## src/rtl/alarm_controller_if.sv

```systemverilog
// Signal bundle between the alarm top level and alarm_controller.
// Optional member trig_door exists only when ALARM_TRIG_LOG_EN is defined.
//
// Handshake: there is no valid/ready pair on this bundle. ignition, doors,
// time_select and time_value are level signals sampled on every rising clock
// edge. reprogram is a one-cycle write strobe with no ready: a write that
// qualifies (ignition=1) always lands on the edge it is sampled. All outputs
// are registered and change only on the rising edge.
interface alarm_controller_if #(
    parameter int N_DOORS = 2,
    parameter int VAL_W   = 4
);
    logic               ignition;
    logic [N_DOORS-1:0] doors;
    logic               reprogram;
    logic [1:0]         time_select;
    logic [VAL_W-1:0]   time_value;
    logic [2:0]         state;
    logic [VAL_W-1:0]   countdown;
    logic               status;
    logic [2:0]         siren;
`ifdef ALARM_TRIG_LOG_EN
    logic [N_DOORS-1:0] trig_door;
`endif

    // Sensor/control side: drives inputs, observes the controller.
    modport master (
        output ignition, doors, reprogram, time_select, time_value,
`ifdef ALARM_TRIG_LOG_EN
        input  trig_door,
`endif
        input  state, countdown, status, siren
    );

    // Controller side.
    modport slave (
        input  ignition, doors, reprogram, time_select, time_value,
`ifdef ALARM_TRIG_LOG_EN
        output trig_door,
`endif
        output state, countdown, status, siren
    );
endinterface

```

## src/rtl/alarm_controller.sv

```systemverilog
// Door-count-generic anti-theft controller: DISARMED -> ARMING -> ARMED ->
// TRIGGERED -> SOUNDING, with its own second-tick prescaler, a countdown for
// the timed states and four run-time programmable delays.
// Optional macro ALARM_TRIG_LOG_EN adds trig_door, a record of which doors
// tripped the alarm.
module alarm_controller #(
    parameter int N_DOORS  = 2,
    parameter int VAL_W    = 4,
    parameter int TICK_DIV = 50000000,
    parameter int DEF_ARM  = 6,
    parameter int DEF_DRV  = 8,
    parameter int DEF_PASS = 15,
    parameter int DEF_ON   = 10
) (
    input  logic              clock,
    input  logic              reset,
    alarm_controller_if.slave bus
);

    typedef enum logic [2:0] {
        S_DISARMED  = 3'd0,
        S_ARMING    = 3'd1,
        S_ARMED     = 3'd2,
        S_TRIGGERED = 3'd3,
        S_SOUNDING  = 3'd4
    } state_t;

    localparam int            PW         = (TICK_DIV > 1) ? $clog2(TICK_DIV) : 1;
    localparam logic [PW-1:0] PRESC_LAST = PW'(TICK_DIV - 1);

    state_t           st;
    logic [VAL_W-1:0] cnt;
    logic [PW-1:0]    presc;
    logic             blink;
    logic             drv_seen;
    logic             status_q;
    logic [2:0]       siren_q;
    logic [VAL_W-1:0] t_arm;
    logic [VAL_W-1:0] t_drv;
    logic [VAL_W-1:0] t_pass;
    logic [VAL_W-1:0] t_on;

    logic tick;
    logic any_door;
    logic last_tick;

    assign tick      = (presc == PRESC_LAST);
    assign any_door  = |bus.doors;
    // The tick that takes the counter from 1 to 0 ends the timed state.
    assign last_tick = tick && (cnt == VAL_W'(1));

    // A programmed delay of zero still lasts one full tick.
    function automatic logic [VAL_W-1:0] eff(input logic [VAL_W-1:0] v);
        return (v == '0) ? VAL_W'(1) : v;
    endfunction

    // Delay parameters: writable only while the ignition is on.
    always_ff @(posedge clock) begin
        if (!reset) begin
            t_arm  <= VAL_W'(DEF_ARM);
            t_drv  <= VAL_W'(DEF_DRV);
            t_pass <= VAL_W'(DEF_PASS);
            t_on   <= VAL_W'(DEF_ON);
        end else if (bus.reprogram && bus.ignition) begin
            case (bus.time_select)
                2'd0: t_arm  <= bus.time_value;
                2'd1: t_drv  <= bus.time_value;
                2'd2: t_pass <= bus.time_value;
                2'd3: t_on   <= bus.time_value;
            endcase
        end
    end

    // Main FSM with prescaler, blink, countdown and registered LED/siren.
    always_ff @(posedge clock) begin
        if (!reset) begin
            st       <= S_DISARMED;
            cnt      <= '0;
            presc    <= '0;
            blink    <= 1'b0;
            drv_seen <= 1'b0;
            status_q <= 1'b0;
            siren_q  <= 3'b000;
        end else begin
            // Free-running tick; countdown loads below override the clear.
            presc <= tick ? '0 : presc + 1'b1;
            blink <= blink ^ tick;

            // Outputs follow the state held before this edge.
            case (st)
                S_ARMED:                          status_q <= blink;
                S_ARMING, S_TRIGGERED, S_SOUNDING: status_q <= 1'b1;
                default:                          status_q <= 1'b0;
            endcase
            siren_q <= (st == S_SOUNDING) ? (blink ? 3'b100 : 3'b001) : 3'b000;

            if (bus.ignition) begin
                st  <= S_DISARMED;
                cnt <= '0;
            end else begin
                case (st)
                    S_DISARMED: begin
                        if (drv_seen && !any_door) begin
                            st       <= S_ARMING;
                            cnt      <= eff(t_arm);
                            presc    <= '0;
                            drv_seen <= 1'b0;
                        end else if (bus.doors[0]) begin
                            drv_seen <= 1'b1;
                        end
                    end
                    S_ARMING: begin
                        if (any_door) begin
                            st       <= S_DISARMED;
                            cnt      <= '0;
                            drv_seen <= bus.doors[0];
                        end else if (last_tick) begin
                            st  <= S_ARMED;
                            cnt <= '0;
                        end else if (tick) begin
                            cnt <= cnt - 1'b1;
                        end
                    end
                    S_ARMED: begin
                        if (any_door) begin
                            st    <= S_TRIGGERED;
                            cnt   <= eff(bus.doors[0] ? t_drv : t_pass);
                            presc <= '0;
                        end
                    end
                    S_TRIGGERED: begin
                        if (last_tick) begin
                            st    <= S_SOUNDING;
                            cnt   <= eff(t_on);
                            presc <= '0;
                        end else if (tick) begin
                            cnt <= cnt - 1'b1;
                        end
                    end
                    S_SOUNDING: begin
                        if (any_door) begin
                            cnt   <= eff(t_on);
                            presc <= '0;
                        end else if (last_tick) begin
                            st  <= S_ARMED;
                            cnt <= '0;
                        end else if (tick) begin
                            cnt <= cnt - 1'b1;
                        end
                    end
                    default: begin
                        st       <= S_DISARMED;
                        cnt      <= '0;
                        drv_seen <= 1'b0;
                    end
                endcase
            end
        end
    end

`ifdef ALARM_TRIG_LOG_EN
    logic [N_DOORS-1:0] trig_q;

    // Remember the doors that tripped the alarm until the car is disarmed.
    always_ff @(posedge clock) begin
        if (!reset) begin
            trig_q <= '0;
        end else if (bus.ignition) begin
            trig_q <= '0;
        end else if (st == S_ARMED && any_door) begin
            trig_q <= bus.doors;
        end else if (st == S_ARMING && any_door) begin
            trig_q <= '0;
        end else if (st != S_ARMING && st != S_ARMED &&
                     st != S_TRIGGERED && st != S_SOUNDING) begin
            trig_q <= '0;
        end
    end

    assign bus.trig_door = trig_q;
`endif

    assign bus.state     = st;
    assign bus.countdown = cnt;
    assign bus.status    = status_q;
    assign bus.siren     = siren_q;

endmodule
```

## src/flat_wrapper.sv

```systemverilog
// flat-port wrapper written by rule: the top's interface ports become plain ports
module alarm_controller_flat 
#(
    parameter int N_DOORS  = 2,
    parameter int VAL_W    = 4,
    parameter int TICK_DIV = 50000000,
    parameter int DEF_ARM  = 6,
    parameter int DEF_DRV  = 8,
    parameter int DEF_PASS = 15,
    parameter int DEF_ON   = 10
)
  (clock, reset, bus_ignition, bus_doors, bus_reprogram, bus_time_select, bus_time_value, bus_state, bus_countdown, bus_status, bus_siren);
  alarm_controller_if #(.N_DOORS(N_DOORS), .VAL_W(VAL_W)) bus_i ();
  input  logic clock;
  input  logic reset;
  input wire logic [$bits(bus_i.ignition)-1:0] bus_ignition;
  input wire logic [$bits(bus_i.doors)-1:0] bus_doors;
  input wire logic [$bits(bus_i.reprogram)-1:0] bus_reprogram;
  input wire logic [$bits(bus_i.time_select)-1:0] bus_time_select;
  input wire logic [$bits(bus_i.time_value)-1:0] bus_time_value;
  output wire logic [$bits(bus_i.state)-1:0] bus_state;
  output wire logic [$bits(bus_i.countdown)-1:0] bus_countdown;
  output wire logic [$bits(bus_i.status)-1:0] bus_status;
  output wire logic [$bits(bus_i.siren)-1:0] bus_siren;
  assign bus_i.ignition = bus_ignition;
  assign bus_i.doors = bus_doors;
  assign bus_i.reprogram = bus_reprogram;
  assign bus_i.time_select = bus_time_select;
  assign bus_i.time_value = bus_time_value;
  assign bus_state = bus_i.state;
  assign bus_countdown = bus_i.countdown;
  assign bus_status = bus_i.status;
  assign bus_siren = bus_i.siren;
  alarm_controller #(.N_DOORS(N_DOORS), .VAL_W(VAL_W), .TICK_DIV(TICK_DIV), .DEF_ARM(DEF_ARM), .DEF_DRV(DEF_DRV), .DEF_PASS(DEF_PASS), .DEF_ON(DEF_ON)) u_core (.clock(clock), .reset(reset), .bus(bus_i));
endmodule
```

## config.mk

```make
export PLATFORM = sky130hd
export DESIGN_NAME = alarm_controller_flat
export DESIGN_NICKNAME = d
export VERILOG_FILES = /design/src/rtl/alarm_controller_if.sv /design/src/rtl/alarm_controller.sv /design/src/flat_wrapper.sv
export SDC_FILE = /design/constraint.sdc
export NUM_CORES = 1
export LEC_CHECK = 0
export ABC_AREA = 1
export ABC_CLOCK_PERIOD_IN_PS = 2430
export BUFFER_PORTS_ARGS = -buffer_cell sky130_fd_sc_hd__buf_2
export CORE_MARGIN = 2
export CORE_UTILIZATION = 26
export CTS_BUF_LIST = sky130_fd_sc_hd__clkbuf_2
export DETAILED_ROUTE_END_ITERATION = 7
export GPL_ROUTABILITY_DRIVEN = 0
export SYNTH_ARGS = -nofsm -noshare
export SYNTH_HDL_FRONTEND = slang
export SYNTH_SLANG_ARGS = --single-unit
```

## constraint.sdc

```tcl
create_clock -name clock -period 2.43 [get_ports clock]
set_input_delay 0.1215 -clock clock [delete_from_list [all_inputs] [get_ports clock]]
set_output_delay 0.1215 -clock clock [all_outputs]
set_load 0.005 [all_outputs]
```

; After elaboration in Yosys (flattened, before gate mapping)
; Cells that the tools add are included.
[op_classes]
reduce_logical = 22
shift = 0
eq_ne = 15
add_sub_neg = 2
n_mul = 0
n_div = 0
bitwise_logic = 4
magnitude_cmp = 0
n_mux = 31
[ops]
columns = op, count
row1 = $mux 26, 5
row2 = $pmux 26 s3, 1
row3 = $mux 4, 11
row4 = $add 26x1->26 const B, 1
row5 = $eq 26x26->1 const B, 1
row6 = $mux 3, 7
row7 = $pmux 4 s5, 1
row8 = $pmux 3 s5, 1
row9 = $logic_not 4->1, 3
row10 = $reduce_and 2->1, 6
row11 = $ne 2x1->1 const B, 4
row12 = $reduce_and 4->1, 2
row13 = $eq 3x2->1 const B, 2
row14 = $reduce_or 2->1, 3
row15 = $reduce_or 3->1, 2
row16 = $eq 2x2->1 const B, 2
row17 = $eq 4x1->1 const B, 1
row18 = $sub 4x1->4 const B, 1
row19 = $eq 3x1->1 const B, 1
row20 = $eq 3x3->1 const B, 1
row21 = $logic_and 1x1->1, 3
row22 = $logic_not 3->1, 1
row23 = $mux 1, 3
row24 = $ne 3x2->1 const B, 1
row25 = 8 further kinds, 10
[word_totals]
mem_bits_rw = 0
latchBits = 0
output_inout_bits = 11
ff_bits = 55
mem_count = 0
inputBits = 12
word_cells = 85
romBits = 0

; Logic depth before layout (Yosys ltp)
[logic_depth]
depth_word = 6
mapped_depth = 15
depth_no_buf = 15

; Least setup slack after synthesis
; OpenSTA, ideal clock, no wires.
[synth_path]
kind = register to register
startpoint = register u_core.presc[0]
endpoint = register u_core.presc[22]
arrival_ns = 1.570
setup_ns = 0.112
n_path_buf = 0
stages_incl_launch_ff = 15
slack_ns = 0.749
required_time_ns = 2.318
period_less_slack_ns = 1.681
path_cell_list = dfxtp_1 > ha_1 > nand3_2 > nor2_2 > nand2_2 > nor2_4 > nand3_4 > nor2_4 > nand2_2 > clkinv_2 > nand2_4 > nor2_8 > nand2_2 > nand2_1 > nor2_2
[synth_between]
elab_chain_cells = 5
elab_cells_between_ends = 9
cone_classes = 1 x add/sub / 1 x eq/ne / 6 x mux / 1 x reduce/logical
[synth_rtl]
columns = element, line_no
row1 = from (decl), alarm_controller.sv:33  ; logic [PW-1:0] presc;
row2 = from (signal assigned), alarm_controller.sv:86  ; presc <= tick ? '0 : presc + 1'b1;
row3 = $add 26x1->26 or $eq 26x26->1 (tied branches), "alarm_controller.sv:86, alarm_controller.sv:47"
row4 = $mux 26 or $logic_and 1x1->1 (tied branches), "alarm_controller.sv:86, alarm_controller.sv:50"
row5 = "$mux 26, on equally long branches", -
row6 = $pmux 26 s3, alarm_controller.sv:101  ; case (st)
row7 = $mux 26 *, alarm_controller.sv:97  ; if (bus.ignition) begin
; Every way passes the cells marked *; elsewhere a longest branch is shown, timed or not.
; A chain may end at the register's enable or synchronous reset.

; Worst setup path after layout
[layout_path]
startpoint = input bus_ignition
endpoint = register u_core.t_pass[3]
[layout_between]
elab_chain_cells = 2
[layout_rtl]
columns = element, line_no
row1 = from (decl), flat_wrapper.sv:16  ; input wire logic [$bits(bus_i.ignition)-1:0] bus_ignition;
row2 = $logic_and 1x1->1, alarm_controller.sv:64  ; end else if (bus.reprogram && bus.ignition) begin
row3 = $reduce_and 2->1 (no line), -
row4 = to (signal assigned), alarm_controller.sv:62  ; t_pass <= VAL_W'(DEF_PASS);
row5 = to (signal assigned), alarm_controller.sv:68  ; 2'd2: t_pass <= bus.time_value;
row6 = to (decl), alarm_controller.sv:40  ; logic [VAL_W-1:0] t_pass;
; No other way between the ends.

==> metrics.txt <==
status finished, final reports clean; crit path capture type register; met1 wire length 3010 um; post-synth top area share 38.0%; setup repair after global routing missed its margin no; syn nets roughly 430; Placeable Area 10700 um2; pwr/cell area 453 nW/um2; Routed WL per cell 11.1 um; P_int 1.13 mW; worst vdd ir between 0.0002 and 0.00025 V; switch share 24.3%; Worst-path clk slew 0.28 ns; post-synth cell types 40; met3 WL 218 um; f_max approximately 0.45 GHz; TritonCTS clock tree done; Final Skew slightly above 0.03 ns; Tmin final approximately 2.2 ns; clock sink total 54; overall die height 109 um; gr ovfl total 0; post-CTS resize count 0; starting density of the core 26.5%; Psw 364 uW; GRT Util Overall 11.8%; boundary pin count 23; buffer levels on the longest clock path 2; # DRC 0; pin count of the biggest net entering global routing 21; Syn Inst Count 410; H-tree depth 2; top post-synthesis cells by count 104 x nand2_1, 54 x dfxtp_1, 53 x nor2_1; CP arrival 2.64 ns; CTS Root Cell clkbuf_2; DR pass1 iterations 4; Final Net Count 462; Max transition margin 65.4%; #FFs+latches synth 54; most common cell in the synthesized netlist nand2_1; Max FO, Critical Path 5; Setup TNS Final 0 ns; Hold Crit Class in2reg; n_diodes 0; CP Launch Type input pin; # rows 38; Setup violations, final 0; routed wire length 6530 um; Layout area overhead 16.0%; Worst-Skew Late Latency 0.45 ns; syn_area_per_cell roughly 7 um2; Seq/Total Area, Yosys 38.0%; Die ar. 11800 um2; EDFF count, synth 0; DR iter-0 viols 106; main area contributors after synthesis dfxtp_1 38%, nand2_1 14%, nor2_1 7.0%; cell taking the most area after synthesis dfxtp_1; vias in the first global route 2572; critical path class in2reg; top layer in use met4; asr flop ratio synth 0%; max_cap viols 0; synthesized area 2850 um2; combinational power share between 7 and 8%; Seq pwr share ~61%; total power 1.50 mW; dpl hpwl 4930 um; Num CTS Buffers 5; DR WL met2 3220 um; Leakage Power 1.35 nW; Post-DRT Antenna Nets 0; Main synth FF type dfxtp_1; port buffer count 21; Tcrit/Tclk final 91.1%; Worst-Margin Slew about 0.5 ns; Ys Warns 0; layout cells sized above 1 13.6%; first-pass GRT wire length 11300 um; via count 2670; Clock Power Share 31.0%; vias per cell 4.54; Die Width 109 um; total setup buffers inserted after CTS 0; Slew Viols, Final 0; worst path required time roughly 2.9 ns; final hold vios 0; antenna violations before repair 0; hold slack 0.0301 ns
==> metrics by stage <==
step | util, % | worst slack (ns) | instances | area, um2
after floorplan | - | 0.749 | 410 | 2850
after global placement | 28.8 | 0.673 | 566 | 3100
after detailed placement | 28.8 | 0.587 | 566 | 3100
after CTS | 30.7 | 0.354 | 588 | 3300
after global routing | 30.7 | 0.0273 | 588 | 3300
final | 30.7 | 0.216 | 588 | 3300
==> power by group through the flow <==
stage	Sequential, mW	Combinational [mW]	Clock [mW]
after global routing	0.920	0.131	0.514
after detailed placement	0.932	0.103	0
after floorplan	0.929	0.0740	0
after CTS	0.917	0.115	0.486
after global placement	0.932	0.101	0
final	0.917	0.116	0.465
==> cell type report <==
class / count / area [um2]
clock buffers: 7 / 35.0
clock inverters: 1 / 30.0
fillers: 1196 / 7440
inverters: 51 / 195
multi-input cells: 300 / 1540
flip-flops and latches: 54 / 1080
well taps: 140 / 175
repair buffers: 35 / 245
==> repair_timing <==
item,CTS,global route
hold buffers,14,0
endpoints found under the setup margin,0,0
hold endpoints to repair,17,0
==> path summary, 6_finish.rpt <==
kind                   startpoint                to  slack (ns)  cells past startpoint
setup reg to reg  u_core.presc[0]  u_core.presc[22]        0.59                     14
hold / removal       bus_doors[0]   u_core.drv_seen        0.03                      3
setup / recovery     bus_ignition  u_core.t_pass[3]        0.22                      8
hold reg to reg   u_core.presc[0]   u_core.presc[0]        0.47                      1
==> layout by cell type, fill, tap and decap left out, types with 2 or more instances in the layout <==
cell type and n:
o21ai_1 2, nor3_2 2, nand3_4 2, nor3b_1 3, clkinv_1 2, a211oi_1 2, nand2_4 2, xor2_1 7
nand3_2 2, nor2_2 6, inv_1 45, nor2_4 5, nand2_2 4, nor4_1 3, nor2_1 53, ha_1 3
dlygate4sd3_1 14, clkbuf_2 7, a31oi_1 3, dfxtp_1 54, nor3_1 12, xnor2_1 3, a22oi_1 2, nand2_1 104
a21oi_2 2, a21oi_1 29, nand4_1 2, o21ai_0 15, nand3_1 23, buf_2 21, inv_2 2, o211ai_1 3
==> cells by family (layout without fill, tap and decap cells) <==
family / Yosys count / in the layout / share of synthesized area [%]
compound gates: 59 / 59 / 11.5
xor+xnor: 10 / 10 / 3.08
fa+ha+maj: 3 / 3 / 1.32
buf+inv: 56 / 94 / 7.91
flops: 54 / 54 / 38.0
other cells: 1 / 1 / 0.132
simple gates: 227 / 227 / 38.1
==> worst max-delay path: stages <==
cell           delay, ns
dlygate4sd3_1       0.52
buf_2               0.14
nand2_1             0.10
nor3_1              0.42
nand2_1             0.11
dlygate4sd3_1       0.58
nand3_1             0.10
dlygate4sd3_1       0.56
==> sequential cells by signal (all words and copies together) (netlist names) <==
signal	flops
u_core.presc	26
u_core.bus.countdown	4
u_core.t_arm	4
u_core.t_drv	4
u_core.t_on	4
u_core.t_pass	4
u_core.bus.state	3
u_core.bus.siren	2
u_core.blink	1
u_core.bus.status	1
u_core.drv_seen	1
==> layer usage <==
layer | global-route usage, % | vias up
met5 | 0 | -
met1 | 14.6 | 1224
met4 | 3.39 | 0
met3 | 2.45 | 9
li1 | - | 1389
met2 | 20.8 | 48
(Power assumes the default switching activity.)
